===== config.mk =====
export PLATFORM = sky130hd
export DESIGN_NAME = move_word_fifo
export DESIGN_NICKNAME = d
export VERILOG_FILES = /design/src/rtl/move_word_fifo.sv
export SDC_FILE = /design/constraint.sdc
export NUM_CORES = 1
export LEC_CHECK = 0
export BUFFER_PORTS_ARGS = -buffer_cell sky130_fd_sc_hd__buf_2
export CORE_ASPECT_RATIO = 0.5
export CORE_MARGIN = 5
export CORE_UTILIZATION = 39
export DETAILED_ROUTE_END_ITERATION = 6
export REMOVE_ABC_BUFFERS = 1
export SKIP_CTS_REPAIR_TIMING = 1
export SLEW_MARGIN = 10
export SYNTH_ARGS = -nofsm -noshare
export SYNTH_HDL_FRONTEND = slang
export SYNTH_SLANG_ARGS = --single-unit

===== constraint.sdc =====
create_clock -name CLK -period 8.2 [get_ports CLK]
set_input_delay 0.41 -clock CLK [delete_from_list [all_inputs] [get_ports CLK]]
set_output_delay 0.41 -clock CLK [all_outputs]
set_load 0.005 [all_outputs]

===== src/rtl/move_word_fifo.sv =====
// First-word-fall-through FIFO between the SPI word receiver and its consumer.
// A push happens only on the rising edge of the word_received strobe.
module move_word_fifo #(
  parameter int WIDTH    = 64,
  parameter int DEPTH    = 4,
  parameter int DTR_FREE = 1
) (
  input  logic                       CLK,
  input  logic                       resetn,
  input  logic [WIDTH-1:0]           word_data_received,
  input  logic                       word_received,
  input  logic                       pop,
  input  logic                       clear,
  output logic [WIDTH-1:0]           word_out,
  output logic                       word_valid,
  output logic [$clog2(DEPTH):0]     level,
  output logic                       buffer_dtr,
  output logic                       overflow,
  output logic                       underflow
);

  localparam int PW = $clog2(DEPTH);
  localparam int LW = PW + 1;
  localparam logic [LW-1:0] FULL_LVL = LW'(DEPTH);

  logic [WIDTH-1:0] mem [DEPTH];
  logic [PW-1:0]    rd_ptr, wr_ptr;
  logic [LW-1:0]    level_q, level_nxt;
  logic             wr_d;
  logic             dtr_q, dtr_nxt;
  logic             ovf_q, udf_q;
  logic             push, full, empty;
  logic             do_push, do_pop;
  logic             ovf_set, udf_set;

  assign push  = word_received & ~wr_d;
  assign full  = (level_q == FULL_LVL);
  assign empty = (level_q == '0);

  always_comb begin
    do_pop    = 1'b0;
    do_push   = 1'b0;
    ovf_set   = 1'b0;
    udf_set   = 1'b0;
    level_nxt = level_q;
    if (clear) begin
      level_nxt = '0;
    end else begin
      // A valid pop frees the slot a same-cycle push needs when full.
      do_pop    = pop & ~empty;
      do_push   = push & (~full | do_pop);
      ovf_set   = push & full & ~do_pop;
      udf_set   = pop & empty;
      level_nxt = level_q + LW'(do_push) - LW'(do_pop);
    end
    dtr_nxt = ((DEPTH - int'(level_nxt)) >= DTR_FREE);
  end

  always_ff @(posedge CLK or negedge resetn) begin
    if (!resetn) begin
      wr_d    <= 1'b0;
      rd_ptr  <= '0;
      wr_ptr  <= '0;
      level_q <= '0;
      dtr_q   <= 1'b1;
      ovf_q   <= 1'b0;
      udf_q   <= 1'b0;
    end else begin
      wr_d    <= word_received;
      level_q <= level_nxt;
      dtr_q   <= dtr_nxt;
      if (clear) begin
        rd_ptr <= '0;
        wr_ptr <= '0;
        ovf_q  <= 1'b0;
        udf_q  <= 1'b0;
      end else begin
        if (do_push) wr_ptr <= wr_ptr + PW'(1);
        if (do_pop)  rd_ptr <= rd_ptr + PW'(1);
        if (ovf_set) ovf_q  <= 1'b1;
        if (udf_set) udf_q  <= 1'b1;
      end
    end
  end

  // Storage has no reset; emptiness is tracked entirely by level and pointers.
  always_ff @(posedge CLK) begin
    if (do_push) mem[wr_ptr] <= word_data_received;
  end

  assign word_out   = mem[rd_ptr];
  assign word_valid = ~empty;
  assign level      = level_q;
  assign buffer_dtr = dtr_q;
  assign overflow   = ovf_q;
  assign underflow  = udf_q;

endmodule


======== Word-level counts from Yosys, hierarchy flattened ========
Memories as Yosys holds them, arrays and structs flattened.
Cells that the tools add are included.
storage, ports and cells
  word-level logic and storage cells ...... 46
  input bits .............................. 69
  bits in registers ....................... 11
  RAM bits ................................ 256
  memories kept ........................... 1
operators by class
  reductions and logical operators ........ 5
  bitwise logic cells ..................... 11
  order comparisons ....................... 1
  multiplexer cells ....................... 15
  eq/ne operators ......................... 1
  $add $sub $neg .......................... 5
memory list
  name  depth  bits a word  read ports  clocked after memory_dff  wr ports  RTL line  RTL
  mem   4      64           1           0                         1         26        logic [WIDTH-1:0] mem [DEPTH];
operator list
  operator                                                                count
  1-bit 2-to-1 mux                                                        10
  2-bit 2-to-1 mux                                                        4
  2-bit nonzero test                                                      4
  1-bit AND                                                               6
  2-bit by 1-bit adder with 2-bit output (second input constant)          2
  4-bit by 2-bit >= comparator with 1-bit output (second input constant)  1
  1-bit inverter                                                          4
  3-bit by 3-bit subtractor with 4-bit output (first input constant)      1
  3-bit by 1-bit adder with 3-bit output                                  1
  3-bit == test (second input constant)                                   1
  3-bit logical NOT                                                       1
  3-bit 2-to-1 mux                                                        1
  3-bit by 1-bit subtractor with 3-bit output                             1
  1-bit OR                                                                1

======== Logic depth before layout (Yosys ltp) ========
  depth after elaboration ................. 10
  mapped depth ............................ 10
  mapped depth without buffers ............ 10

======== Worst setup path before layout ========
Ideal clock, no wire load.
  path kind ............................... flip-flop to flip-flop
  start point ............................. register level_q[2], in the netlist level[2]
  end point ............................... memory mem[0][0], enable pin
  data arrival time ....................... 2.402 ns
  path buffers ............................ 0
  data required time ...................... 7.771 ns
  path slack .............................. 5.369 ns
  clock period less this slack ............ 2.831 ns
  cell stages (with the launch flop) ...... 4
  path through ............................ dfrtp_1 nor4b_2 nor3_1 and2_1
between the ends
  longest elaborated chain between the ends .. 8
ends and longest elaborated chain
  element                                   RTL line  RTL
  start: declaration                        28        logic [LW-1:0] level_q, level_nxt;
  start signal: assignment                  70        level_q <= level_nxt;
  3-bit logical NOT                         38        assign empty = (level_q == '0);
  1-bit inverter                            50        do_pop = pop & ~empty;
  1-bit AND                                 50
  1-bit OR *                                51        do_push = push & (~full | do_pop);
  1-bit AND *                               51
  1-bit 2-to-1 mux *                        46        if (clear) begin
  1-bit 2-to-1 mux *                        88        if (do_push) mem[wr_ptr] <= word_data_received;
  1-bit 2-to-1 mux (not written as such) *  88
  end: declaration                          26
Mark *: on every way between the ends. The rest lies on a longest branch, timed or not.

======== Worst setup path in the final report ========
  start point ............................. register rd_ptr[0]
  end point ............................... output port word_out[3]
between the ends
  longest elaborated chain between the ends .. 1
ends and longest elaborated chain
  element                   RTL line  RTL
  start: declaration        27        logic [PW-1:0] rd_ptr, wr_ptr;
  start signal: assignment  79        if (do_pop) rd_ptr <= rd_ptr + PW'(1);
  memory read 4 x 64 bit    --
  end: declaration          14        output logic [WIDTH-1:0] word_out,
Every way passes these cells.

==> summary.md <==
| Metric | Value |
|---|---|
| Status | finished, final reports clean |
| CP max FO | 40 |
| Endpoints failing hold | 0 |
| Synth cell types | 28 |
| Area of the core | around 25000 µm² |
| First-pass DRT Iterations | 4 |
| GPL Wtd Cong | about 0.68 |
| Crit-path cells | buf_4, mux4_2, buf_2 |
| Switching part of the total | 23.73% |
| Seq pwr share | 49.2% |
| Max incr delay on CP | about 0.81 ns |
| Placed Area | 10880 µm² |
| Period minus WS final | about 3.3 ns |
| PnR Total Power | roughly 3.3 mW |
| Area growth syn-to-layout | 19.29% |
| Pin count of the biggest net entering global routing | 67 |
| Slowest CP cell | dfrtp_4 |
| Setup Viol. Count Final | 0 |
| Post-DRT Antenna Nets | 0 |
| Slew Limit Headroom | between 20% and 30% |
| Final Max Slew Viols | 0 |
| Most common cell in the netlist | edfxtp_1 |
| Antenna violations before repair | 2 |
| Mapped Cells | just under 400 |
| Top_reg_cell synth | edfxtp_1 |
| Internal power | about 2.5 mW |
| Startpoint types | flop |
| Global-route wire length before repair | about 29 mm |
| Post-place setup slack | ~5.3 ns |
| Gate power share | 15.1% |
| Routed wire per std cell | just over 20 µm |
| CP arrival | 2.92 ns |
| Dpl hpwl | just over 10 mm |
| Yosys top cell area share | 78.24% |
| Clock skew | between 0.01 and 0.015 ns |
| Clock buffer count from CTS | 25 |
| Hold Crit Class | input pin to flop |
| Root Buffer | clkbuf_16 |
| Port Buffer Count | between 100 and 150 |
| Synth warn | 0 |
| Row count | between 40 and 50 |
| Clock Tree Buf Depth | 3 |
| Reg clk slew, reported paths | roughly 0.060 ns |
| Share of layout cells above drive strength 1 | between 40% and 50% |
| TNS Setup | 0 ns |
| Post-synth top cells | 256 x edfxtp_1, 64 x mux4_2, 10 x dfrtp_1 |
| Setup CP Type | flop to output pin |
| Total die area | between 20000 and 30000 µm² |
| Seq cells post-synth | about 270 |
| Required time of the critical path | roughly 7.8 ns |
| RSZ-0062 raised after global routing | false |
| Peak Freq | 0.3006 GHz |
| Post-route design area | ~12000 µm² |
| NetSw | between 0.7 and 0.8 mW |
| Sequential-to-total area share from yosys stat | 81.05% |
| Crit. End Element | output pin |
| Finished Layout Cells | just over 900 |
| Cell area after synthesis | around 9800 µm² |
| Ports | between 100 and 150 |
| R2R depth | 9 |
| GR Overflow Total | 0 |
| Pwr per Cell Area | roughly 280 nW/µm² |
| Slew @ Worst Pin | ~1.1 ns |
| H-tree depth | 1 |
| CTS tree | built |
| DR DRC count | 0 |
| Overall die height | about 120 µm |
| Yosys top cell by area | edfxtp_1 |
| MaxCap Viol Count | 0 |
| Clock latency on the worst-skew pair | roughly 0.53 ns |
| EDFF count, synth | between 200 and 300 |
| Die span in x | between 200 and 250 µm |
| Final WS setup | around 4.9 ns |
| Dpl cells | around 860 |
| Nets@finish | a little over 600 |
| Initial Utilization | between 30% and 40% |
| Hold path depth | 1 |
| Syn Area/Cell | 25.00 µm² |
| Final period util | about two fifths |
| Clock sink count | 267 |
| Hold slack | 0.03003 ns |
| Drt first-iter violations | 303 |
| Total wire length | 18.67 mm |
| Worst VDD drop | roughly 0.00013 V |
| Leak pwr | roughly 4 nW |
| Avg Vias per Cell | ~4.8 |
| GRT Util Overall | roughly an eighth |
| Synth area leaders | edfxtp_1 78%, mux4_2 15%, dfrtp_1 2.5%, ha_1 0.76%, buf_4 0.38% |
| Via count | roughly 4400 |
| Clock power share | a little over a third |
| Layout fillers | 2091 |
| Vias in the first global route | between 4000 and 5000 |
| Final core utilization | 46.92% |
| Async set-reset flop share out of synthesis | roughly 4.1% |
-- worst paths after layout --
check | startpoint | slack, ns | to
max in group asynchronous | resetn | 7.64 | buffer_dtr
worst min register to register | overflow | 0.51 | overflow
worst max register to register | level[1] | 5.77 | buffer_dtr
worst max-delay path | rd_ptr[0] | 4.87 | word_out[3]
worst min-delay path | word_received | 0.03 | wr_d
min in group asynchronous | resetn | 0.29 | wr_d
-- worst max-delay path: cells and delay by family, from the launching register on --
kind / cells / cell delay [ns]
muxes: 1 / 0.62
DFF: 1 / 0.81
buffers and inverters: 2 / 0.92
-- flip-flops by register name, summed over array words and instances, names as in the netlist --
signal	flops
mem	256
wr_d	1
wr_ptr	2
rd_ptr	2
overflow	1
buffer_dtr	1
level	3
underflow	1
-- cell usage in the layout (no fill, tap or decap), types with 4 or more instances in the layout --
master and count:
clkbuf_1 5, inv_1 8, clkbuf_16 25, and2_4 4, ha_1 6, mux4_2 64, nor2_1 8, dfrtp_1 8
edfxtp_1 256, buf_2 139
-- cell type report --
type,count,area [µm²],area share (%)
sequential,267,7971,68.01
multi-input combinational,103,1744,14.88
timing repair buffer,141,713.2,6.085
clock buffer,31,658.1,5.615
tap,344,430.4,3.672
clock inverter,15,171.4,1.462
inverter,8,30.03,0.2562
antenna,1,2.502,0.02135
-- layer usage --
| layer | global-route usage, % | part of all wire (%) | vias to the layer above |
|---|---|---|---|
| li1 | - | - | 1971 |
| met1 | 17.16 | 41 | 2327 |
| met5 | 0 | 0.070 | - |
| met2 | 23.46 | 53 | 73 |
| met3 | 2.913 | 3.6 | 31 |
| met4 | 3.133 | 2.1 | 2 |
-- power by group through the flow --
stage	combinational, mW	sequential, mW	clock [mW]
floorplan	0.291	1.65	0
global placement	0.510	1.64	0
detailed placement	0.513	1.64	0
CTS	0.515	1.61	1.20
global route	0.545	1.62	1.27
finish	0.495	1.61	1.17
-- cell families after synthesis --
kind of cell | after synthesis | synth area share [%]
adders and majority gates | 7 | 0.9678
and+or+nand+nor | 22 | 1.235
muxes | 66 | 14.89
DFF | 267 | 81.05
AOI/OAI and AO/OA | 5 | 0.2929
xor gates and xnor gates | 3 | 0.2675
buffers and inverters | 23 | 1.299
Power figures use the tool's default switching activity.
